File: src/rtl/fetch_redirect_unit.sv
// rtl/fetch_redirect_unit.sv - IF-stage PC sequencer with delay-slot jump and exception redirect
module fetch_redirect_unit #(
    parameter logic [31:0] RESET_PC = 32'hbfc0_0000
) (
    input  logic        clk,
    input  logic        resetn,
    input  logic        stallF,
    input  logic        stallD,
    input  logic        jumpD,
    input  logic        jump_conflictD,
    input  logic [31:0] pc_jumpD,
    input  logic        flush_excM,
    input  logic [31:0] pc_excM,
    output logic        inst_req,
    output logic [31:0] inst_addr,
    input  logic        inst_addr_ok,
    input  logic        inst_data_ok,
    input  logic [31:0] inst_rdata,
    output logic [31:0] pcF,
    output logic [31:0] instrF,
    output logic        validF
);

    typedef enum logic [1:0] {S_IDLE, S_ADDR, S_DATA, S_HOLD} state_t;

    state_t      state_q, state_d;
    logic [31:0] pc_q, pc_d;
    logic [31:0] instr_q, instr_d;
    logic        valid_q, valid_d;
    logic        pend_j_q, pend_j_d;
    logic [31:0] pend_jpc_q, pend_jpc_d;
    logic        pend_e_q, pend_e_d;
    logic [31:0] pend_epc_q, pend_epc_d;
    logic        discard_q, discard_d;

    logic        fire_j;
    logic        take_jump;
    logic        advance;
    logic [31:0] next_pc;

    always_ff @(posedge clk or negedge resetn) begin
        if (!resetn) begin
            state_q    <= S_IDLE;
            pc_q       <= RESET_PC;
            instr_q    <= 32'd0;
            valid_q    <= 1'b0;
            pend_j_q   <= 1'b0;
            pend_jpc_q <= 32'd0;
            pend_e_q   <= 1'b0;
            pend_epc_q <= 32'd0;
            discard_q  <= 1'b0;
        end else begin
            state_q    <= state_d;
            pc_q       <= pc_d;
            instr_q    <= instr_d;
            valid_q    <= valid_d;
            pend_j_q   <= pend_j_d;
            pend_jpc_q <= pend_jpc_d;
            pend_e_q   <= pend_e_d;
            pend_epc_q <= pend_epc_d;
            discard_q  <= discard_d;
        end
    end

    always_comb begin
        // A jump in D is wrong-path whenever an exception is arriving or being applied.
        fire_j    = jumpD & ~jump_conflictD & ~stallD & ~flush_excM & ~pend_e_q;
        take_jump = pend_j_q | fire_j;
        if (pend_e_q) begin
            next_pc = pend_epc_q;
        end else if (take_jump) begin
            next_pc = fire_j ? pc_jumpD : pend_jpc_q;
        end else begin
            next_pc = pc_q + 32'd4;
        end

        state_d    = state_q;
        pc_d       = pc_q;
        instr_d    = instr_q;
        valid_d    = valid_q;
        pend_j_d   = pend_j_q;
        pend_jpc_d = pend_jpc_q;
        pend_e_d   = pend_e_q;
        pend_epc_d = pend_epc_q;
        discard_d  = discard_q;
        advance    = 1'b0;

        if (pend_e_q) begin
            valid_d  = 1'b0;
            pc_d     = pend_epc_q;
            pend_e_d = 1'b0;
            case (state_q)
                S_ADDR: begin
                    if (inst_addr_ok) begin
                        discard_d = 1'b1;
                        state_d   = S_DATA;
                    end
                end
                S_DATA: begin
                    if (inst_data_ok) begin
                        discard_d = 1'b0;
                        state_d   = S_ADDR;
                    end else begin
                        discard_d = 1'b1;
                    end
                end
                default: state_d = S_ADDR;
            endcase
        end else begin
            case (state_q)
                S_IDLE: state_d = S_ADDR;
                S_ADDR: begin
                    if (inst_addr_ok) begin
                        state_d = S_DATA;
                    end
                end
                S_DATA: begin
                    if (inst_data_ok) begin
                        if (discard_q) begin
                            // Stale word from before a redirect: refetch the redirect target.
                            discard_d = 1'b0;
                            state_d   = S_ADDR;
                        end else begin
                            instr_d = inst_rdata;
                            valid_d = 1'b1;
                            state_d = S_HOLD;
                        end
                    end
                end
                S_HOLD: begin
                    if (!stallF) begin
                        valid_d = 1'b0;
                        pc_d    = next_pc;
                        advance = 1'b1;
                        state_d = S_ADDR;
                    end
                end
                default: state_d = S_IDLE;
            endcase
        end

        if (flush_excM) begin
            pend_e_d   = 1'b1;
            pend_epc_d = pc_excM;
            pend_j_d   = 1'b0;
        end else if (fire_j && !advance) begin
            pend_j_d   = 1'b1;
            pend_jpc_d = pc_jumpD;
        end else if (advance && take_jump) begin
            pend_j_d   = 1'b0;
        end
    end

    assign inst_req  = (state_q == S_ADDR);
    assign inst_addr = pc_q;
    assign pcF       = pc_q;
    assign instrF    = instr_q;
    assign validF    = valid_q;

endmodule

File: config.mk
export PLATFORM = sky130hd
export DESIGN_NAME = fetch_redirect_unit
export DESIGN_NICKNAME = d
export VERILOG_FILES = /design/src/rtl/fetch_redirect_unit.sv
export SDC_FILE = /design/constraint.sdc
export NUM_CORES = 1
export LEC_CHECK = 0
export CAP_MARGIN = 40
export CORE_ASPECT_RATIO = 0.8
export CORE_MARGIN = 3
export CORE_UTILIZATION = 30
export CTS_BUF_LIST = sky130_fd_sc_hd__clkbuf_8 sky130_fd_sc_hd__clkbuf_16
export CTS_CLUSTER_DIAMETER = 150
export CTS_CLUSTER_SIZE = 25
export DETAILED_ROUTE_END_ITERATION = 10
export SLEW_MARGIN = 10
export SYNTH_ARGS = -nofsm -noshare
export SYNTH_HDL_FRONTEND = slang
export SYNTH_SLANG_ARGS = --single-unit
export TNS_END_PERCENT = 30
File: constraint.sdc
create_clock -name clk -period 2.5 [get_ports clk]
set_clock_uncertainty 0.05 [all_clocks]
set_input_delay 0.75 -clock clk [delete_from_list [all_inputs] [get_ports clk]]
set_output_delay 0.75 -clock clk [all_outputs]
set_load 0.005 [all_outputs]
# [Word level (Yosys, flattened, before mapping)]
# Index checks and enable logic that the tools add are counted.
[word_totals] out_inout_bits=98 regBits=134
[op_classes] eq_ne=9 mux=31 reduce_logical=16 n_addsub=1 n_bitwise=10
[ops] op="$mux W32" n=5
[ops] op="$add A32 B3 Y32 const B" n=1
[ops] op="$mux W1" n=16
[ops] op="$mux W2" n=6
[ops] op="$ne A3 B3 Y1 const B" n=4
[ops] op="$reduce_and A4 Y1" n=3
[ops] op="$pmux W2 S4" n=1
[ops] op="$reduce_bool A2 Y1" n=4
[ops] op="$reduce_and A2 Y1" n=3
[ops] op="$reduce_bool A3 Y1" n=2
[ops] op="$not A1 Y1" n=5
[ops] op="$and A1 B1 Y1" n=4
[ops] op="$eq A2 B2 Y1 const B" n=2
[ops] op="$pmux W1 S2" n=2
[ops] op="$pmux W2 S2" n=1
[ops] op="$eq A2 B1 Y1 const B" n=1
[ops] op="$logic_and A1 B1 Y1" n=2
[ops] op="$logic_not A2 Y1" n=1
[ops] op="$ne A2 B1 Y1 const B" n=1
[ops] op="$ne A2 B2 Y1 const B" n=1
[ops] op="$logic_not A1 Y1" n=1
[ops] op="$or A1 B1 Y1" n=1

# [Longest topological paths before layout]
# Gate-level depths: netlist (run 1).
[depth] ltp_word=10 mapped_depth=8

# [Least setup slack after synthesis (run 1)]
# Ideal clock, no wire load.
[synth_timing] kind="input -> register" from="input flush_excM" to="register pc_q[7] (netlist: inst_addr[7])" required_time_ns=2.325 t_arrival_ns=2.258 setup_time_ns=0.125 path_slack_ns=0.067 stages=8 n_path_buf=3 path_cell_list="buf_2 or4b_1 buf_2 o21ai_2 buf_4 o21ai_1 o2bb2ai_1 mux2_2"
[synth_via] elab_chain_len=8 word_cells_on_any_way=9 cone_classes="mux (5); bitwise (4)"
[synth_rtl] item="start, declared" line_no="12" source="input logic flush_excM,"
[synth_rtl] item="$not A1 Y1 (no line) (*)"
[synth_rtl] item="$and A1 B1 Y1 (*) (2 in series)" line_no="67" source="fire_j = jumpD & ~jump_conflictD & ~stallD & ~flush_excM & ~pend_e_q;"
[synth_rtl] item="$mux W32 / $or A1 B1 Y1 (equally long branches)" line_no="72, 68"
[synth_rtl] item="$mux W32 (*)" line_no="71" source="end else if (take_jump) begin"
[synth_rtl] item="$mux W32 (*)" line_no="131" source="if (!stallF) begin"
[synth_rtl] item="$mux W32 (*)" line_no="110" source="case (state_q)"
[synth_rtl] item="$mux W32 (*)" line_no="88" source="if (pend_e_q) begin"
[synth_rtl] item="end signal, assigned" line_no="54" source="pc_q <= pc_d;"
[synth_rtl] item="end, declared" line_no="27" source="logic [31:0] pc_q, pc_d;"
# Every way passes the cells marked *; elsewhere a longest branch is shown, timed or not. The select of a mux whose other input is x is not followed.
# A chain may end at the register's enable or synchronous reset.

# [Worst setup path in the final report (run 1)]
[layout_timing] from="register pc_q[28] (netlist: inst_addr[28])" to="output inst_addr[28]"
[layout_rtl] item="end, declared" line_no="15" source="output logic [31:0] inst_addr,"
# No word-level cell between the ends.

==> impl_metrics.py, run 1 <==
metrics = {
    "die": {
        "start_util": 0.307,
        "fp.dieH_um": 142,
        "io_pins": 203,
        "dieWidth_um": 176,
        "die_area_mm2": 0.0250,
        "num_rows": 49,
        "fp.coreArea_mm2": 0.0226,
    },
    "clocking": {
        "cts-root-buf": "clkbuf_16",
        "cts_buffers": 17,
        "ctsLongestPathBuffers": 2,
        "postCtsSetupBuffers": 0,
        "cts_tree": "yes",
        "cts.sinks": 134,
        "htreeDepth": 4,
        "path_clk_slew_ns": 0.05,
        "insertion_delay_ns": 0.42,
    },
    "power_and_ir_drop": {
        "power.density_mw_per_mm2": 747,
        "leakagePower_nw": 4.15,
        "ir_drop_mv": 0.383,
    },
    "place": {
        "dpl.cell_count": 1154,
        "port_buffers": 202,
        "dp_hpwl_mm": 16.6,
        "place_worst_setup_slack_ns": -0.396,
        "gp_congestion": 0.877,
    },
    "worst_setup_path": {
        "path_delay_family": "flip-flops",
        "cp-end-kind": "output pin",
        "start_kind": "flip-flop",
        "slowest_delay_ns": 0.64,
        "path_class": "reg -> out",
        "worstPathMaxFanout": 7,
        "crit_chain": "clkdlybuf4s50_1",
        "critPathBufInv": 1,
        "critPathSlowestCell": "dfstp_2",
        "crit_arrival_ns": 1.64,
        "worst_ep_required_time_ns": 1.70,
    },
    "global_route": {
        "gr-usage-met1": 0.271,
        "met3_usage": 0.0389,
        "grt_pass1_vias": 5877,
        "grt_most_used_layer": "met1",
        "grt_util_all_layers": 0.179,
        "grt_pass1_wl_mm": 34.8,
        "grt_max_degree": 52,
        "antenna_found_initial": 0,
        "overflow": 0,
        "use_met2": 0.261,
    },
    "route": {
        "drtAntennaViolNets": 0,
        "wl_mm": 22.3,
        "drt_iter0_drc": 512,
        "drc": 0,
        "vias": 5922,
        "viasPerCell": 4.99,
        "wl_per_cell_um": 18.8,
        "drt_first_pass_iters": 5,
    },
    "final_layout": {
        "fin_cells": 1186,
        "syn_to_final_growth_pct": 46.2,
        "drive_gt1_frac": 0.257,
        "finalNetCount": 976,
        "final_core_util": 0.449,
        "antennaDiodeCount": 0,
    },
    "synthesis": {
        "netlist.top_cell.by_area": "dfrtp_1",
        "netlist_instances": 651,
        "synth.yosys.seq_area_share": 0.484,
        "ys.warnings.count": 0,
        "synth_edf_count": 0,
        "syn-cell-area_mm2": 0.00695,
        "async_reset_ff_frac": 1.00,
        "synthesis.nets": 760,
        "ys_ff_latch": 134,
        "yosysTopAreaCellShare": 0.450,
        "ys_types": 65,
        "ys_top_cells_by_area": "dfrtp_1 45%, mux2_2 16%, buf_4 3.7%, dfstp_2 3.4%, nand2_1 3.3%",
        "postSynthAreaPerCell_um2": 10.7,
        "synth_ff_type": "dfrtp_1",
    },
    "timing": {
        "slew_headroom": 0.643,
        "rsz0062_at_grt": "no",
        "setup_viol": 0,
        "slew_violations": 0,
        "worst_hold_slack_ns": 0.229,
        "finalHoldViolCount": 0,
        "tightest_slew_ns": 0.536,
        "finalCritPeriodShare": 0.976,
        "period_needed_ns": 2.44,
        "setup_ws_ns": 0.0594,
        "finalSetupTns_ns": 0,
        "fmax_ghz": 0.410,
    },
    "job": {
        "drv_cap": 0,
    },
    "status": {
        "status": "completed",
    },
    "worst_hold_path": {
        "min_path_type": "in -> async",
    },
}
-- power by group --
part | total (W) | internal, W | leakage, nW | switching, W
Combinational | 0.00213 | 0.00128 | 2.20 | 0.000843
Clock | 0.00250 | 0.00156 | 0.302 | 0.000942
Sequential | 0.00297 | 0.00261 | 1.65 | 0.000361
-- kinds of logic (layout without fill, tap and decap cells) --
family	after synthesis	count (layout)	share of synthesized area
and+or+nand+nor	184	184	0.138
xor gates and xnor gates	9	9	0.0113
DFF	134	134	0.484
adders and majority gates	4	4	0.00720
AOI/OAI and AO/OA	137	137	0.132
muxes	101	101	0.163
buffers and inverters	82	311	0.0639
-- repair_timing --
action | CTS | global route
pin swaps | 0 | 0
hold buffers | 0 | 0
hold endpoints to repair | 0 | 0
setup endpoints to repair | 1 | 5
resized for setup | 1 | 2
-- routing by layer --
layer / share of wire / vias up
li1: - / 2793
met4: 0.010 / 0
met5: 0 / -
met3: 0.057 / 18
met2: 0.45 / 204
met1: 0.49 / 2907
-- final cells by class --
class	instances	area, um^2
clock buffers	21	480
clock inverters	11	108
fillers	2145	12500
inverters	11	41.3
multi-input cells	435	3170
flip-flops and latches	134	3370
well taps	306	383
repair buffers	268	2610
-- final timing paths --
check	cells past startpoint	start	endpoint	slack (ns)
setup / recovery	1	inst_addr[28]	inst_addr[28]	0.06
hold / removal	1	resetn	pend_epc_q[3]	0.23
setup reg to reg	5	inst_addr[4]	inst_addr[28]	0.22
hold reg to reg	2	pend_epc_q[0]	inst_addr[0]	0.44
max in group asynchronous	2	resetn	instrF[1]	1.48
min in group clk	2	pend_epc_q[0]	inst_addr[0]	0.44
-- cell usage after synthesis, types with 3 or more instances --
library cell	count
dfrtp_1	125
mux2_2	96
nand2_1	61
o21ai_0	36
buf_4	34
a21oi_1	30
nand3_1	30
nor2_1	28
clkbuf_1	22
nand4_1	13
inv_1	11
nor3_1	11
o211ai_1	11
dfstp_2	9
and3_1	8
buf_1	8
a31oi_1	7
buf_2	7
a22oi_1	6
xor2_1	6
a211oi_1	5
a311oi_1	5
mux2i_1	5
or4_1	5
ha_1	4
nand2b_1	4
nor4_1	4
o311ai_0	4
a211o_1	3
a311o_1	3
nor2b_1	3
or4_4	3
xnor2_1	3
-- sequential cells by signal, indices dropped and copies added, names as in the netlist, 2 cells and up --
signal / flops
inst_addr: 32
instrF: 32
pend_epc_q: 32
pend_jpc_q: 32
state_q: 2
-- stage by stage --
step           power (W)  cell area, um^2
2_1_floorplan    0.00394             6950
3_3_place_gp     0.00509             9560
3_5_place_dp     0.00513             9560
4_1_cts          0.00766            10200
5_1_grt          0.00803            10200
6_report         0.00760            10200
-- placed cells by master (no fill, tap or decap), drive strengths merged, types with 11 or more instances in the layout --
cell type,instances
a21oi,31
buf,68
clkbuf,21
clkdlybuf4s50,200
dfrtp,125
inv,14
mux2,96
nand2,61
nand3,30
nand4,15
nor2,29
nor3,11
o211ai,11
o21ai,39
Power figures use the tool's default switching activity.
==> run 2: changes to the inputs <==
--- a/config.mk
+++ b/config.mk
@@ -6,13 +6,14 @@
 export NUM_CORES = 1
 export LEC_CHECK = 0
 export CAP_MARGIN = 40
-export CORE_ASPECT_RATIO = 0.8
+export CORE_ASPECT_RATIO = 1.2
 export CORE_MARGIN = 3
-export CORE_UTILIZATION = 30
+export CORE_UTILIZATION = 35
 export CTS_BUF_LIST = sky130_fd_sc_hd__clkbuf_8 sky130_fd_sc_hd__clkbuf_16
 export CTS_CLUSTER_DIAMETER = 150
 export CTS_CLUSTER_SIZE = 25
 export DETAILED_ROUTE_END_ITERATION = 10
+export RECOVER_POWER = 25
 export SLEW_MARGIN = 10
 export SYNTH_ARGS = -nofsm -noshare
 export SYNTH_HDL_FRONTEND = slang
==> run 2 against run 1 <==
Against the previous run:
- clock-buffer cell count shrank 4
- core utilization grew 7.0 points
- fmax grew 1.5%
- sequential share of layout area grew 0.67 points
- worst hold slack gained 0.21 ns
- design area shrank 2.0%
- global-route usage grew 2.4 points
- routed wire length shrank 3.0%
- combinational power shrank 4%
==> impl_metrics.py, run 2 (synthesized netlist as in run 1, its figures left out) <==
metrics = {
    "timing": {
        "setup_ws_ns": 0.0953,
        "tightest_slew_ns": 1.02,
        "period_needed_ns": 2.40,
        "setup_viol": 0,
        "slew_headroom": 0.321,
        "finalCritPeriodShare": 0.962,
        "slew_violations": 0,
        "fmax_ghz": 0.416,
        "rsz0062_at_grt": "no",
        "finalHoldViolCount": 0,
    },
    "worst_setup_path": {
        "cpMostUsedCell": "buf_4",
        "slowest_delay_ns": 0.43,
        "crit_arrival_ns": 2.65,
        "critPathBufInv": 4,
        "worstPathMaxFanout": 13,
        "path_class": "in -> reg",
        "critPathSlowestCell": "clkdlybuf4s50_1",
        "worst_ep_required_time_ns": 2.75,
        "start_kind": "primary input",
        "path_delay_family": "buffers and inverters",
        "crit_chain": "clkdlybuf4s50_1, buf_4, nor4b_4, buf_4, nand2_1, nor2_2, buf_4, mux2_2",
        "cp-end-kind": "flip-flop",
    },
    "clocking": {
        "cts-root-buf": "clkbuf_16",
        "ctsLongestPathBuffers": 2,
        "insertion_delay_ns": 0.42,
        "cts.sinks": 134,
        "cts_buffers": 17,
        "path_clk_slew_ns": 0.06,
        "cts_tree": "yes",
        "htreeDepth": 4,
    },
    "route": {
        "drt_first_pass_iters": 5,
        "vias": 6160,
        "wl_per_cell_um": 19.2,
        "drt_iter0_drc": 480,
        "drc": 0,
        "viasPerCell": 5.47,
        "drtAntennaViolNets": 0,
        "wl_mm": 21.6,
    },
    "final_layout": {
        "fin_cells": 1127,
        "final_common_cell": "clkdlybuf4s50_1",
        "finalNetCount": 967,
        "drive_gt1_frac": 0.254,
        "syn_to_final_growth_pct": 43.4,
        "final_cell_mix": "199 x clkdlybuf4s50_1, 123 x dfrtp_1, 96 x mux2_2, 61 x nand2_1, 51 x buf_4",
        "antennaDiodeCount": 0,
    },
    "die": {
        "fp.dieH_um": 160,
        "io_pins": 203,
        "fp.coreArea_mm2": 0.0192,
        "dieWidth_um": 135,
        "die_area_mm2": 0.0216,
        "num_rows": 55,
        "start_util": 0.362,
    },
    "global_route": {
        "grt_pass1_vias": 6456,
        "grt_pass1_wl_mm": 35.1,
        "grt_max_degree": 49,
        "overflow": 0,
        "grt_util_all_layers": 0.203,
        "antenna_found_initial": 0,
    },
    "worst_hold_path": {
        "min_path_type": "in -> async",
    },
    "job": {
        "drv_cap": 0,
    },
    "power_and_ir_drop": {
        "power.density_mw_per_mm2": 756,
        "ir_drop_mv": 0.501,
        "leakagePower_nw": 4.07,
    },
    "status": {
        "status": "completed",
    },
    "place": {
        "dp_hpwl_mm": 16.0,
        "dpl.cell_count": 1094,
        "port_buffers": 202,
        "place_worst_setup_slack_ns": -0.375,
        "gp_congestion": 0.919,
    },
}
run 2: changes by cell type in the layout (fill, tap and decap cells not counted), moves of 3 or more:
cell | previous run | this run
buf_12 | 8 | 3
buf_4 | 58 | 51
clkbuf_8 | 4 | 0
clkinv_2 | 4 | 0
inv_1 | 14 | 11
inv_6 | 0 | 8
inv_8 | 0 | 3
run 2: per-stage QoR:
step                      total power, W  utilization  area [um^2]  hold slack, ns  TNS [ns]
after detailed placement         0.00508        0.489         9390           0.423    -17.42
final                            0.00754        0.519         9970           0.441         0
after global routing             0.00795        0.519         9970           0.459         0
after floorplan                  0.00394            -         6950           0.397         0
after global placement           0.00501        0.489         9390           0.420    -15.48
after CTS                        0.00762        0.519         9970           0.194         0
run 2: where the power goes:
group	switching (W)	internal [W]	leakage (nW)
sequential	0.000389	0.00261	1.64
clock	0.00107	0.00142	0.282
combinational	0.000811	0.00124	2.14
total	0.00227	0.00527	4.07
run 2: final timing paths:
path                                 from             end  slack, ns  depth (start not counted)
setup / recovery           jump_conflictD  pend_jpc_q[14]        0.1                          8
hold / removal                     resetn   pend_epc_q[5]       0.44                          1
setup reg to reg             inst_addr[2]   inst_addr[20]       0.19                          6
hold reg to reg            pend_epc_q[20]   inst_addr[20]       0.44                          1
max in group asynchronous          resetn        pend_e_q       0.57                          2
min in group clk           pend_epc_q[20]   inst_addr[20]       0.44                          1
run 2: routing by layer:
layer  track usage  routed length [um]  vias up
li1              -                   -     2782
met2         0.342               10900      270
met5             0                   0        -
met1         0.253                8670     3085
met4        0.0569                 352        0
met3        0.0614                1720       23
run 2: layout make-up:
type / count / area [um^2]
sequential: 134 / 3370
multi-input combinational: 435 / 3170
fill: 1658 / 9230
timing repair buffer: 259 / 2480
tap: 256 / 320
inverter: 11 / 41.3
clock buffer: 17 / 425
clock inverter: 15 / 158
run 2: what timing repair did:
action                                  4_1_cts  5_1_grt
resized for setup                             0        6
hold buffers                                  0        0
buffers inserted                              0        1
endpoints found under the setup margin        0       11
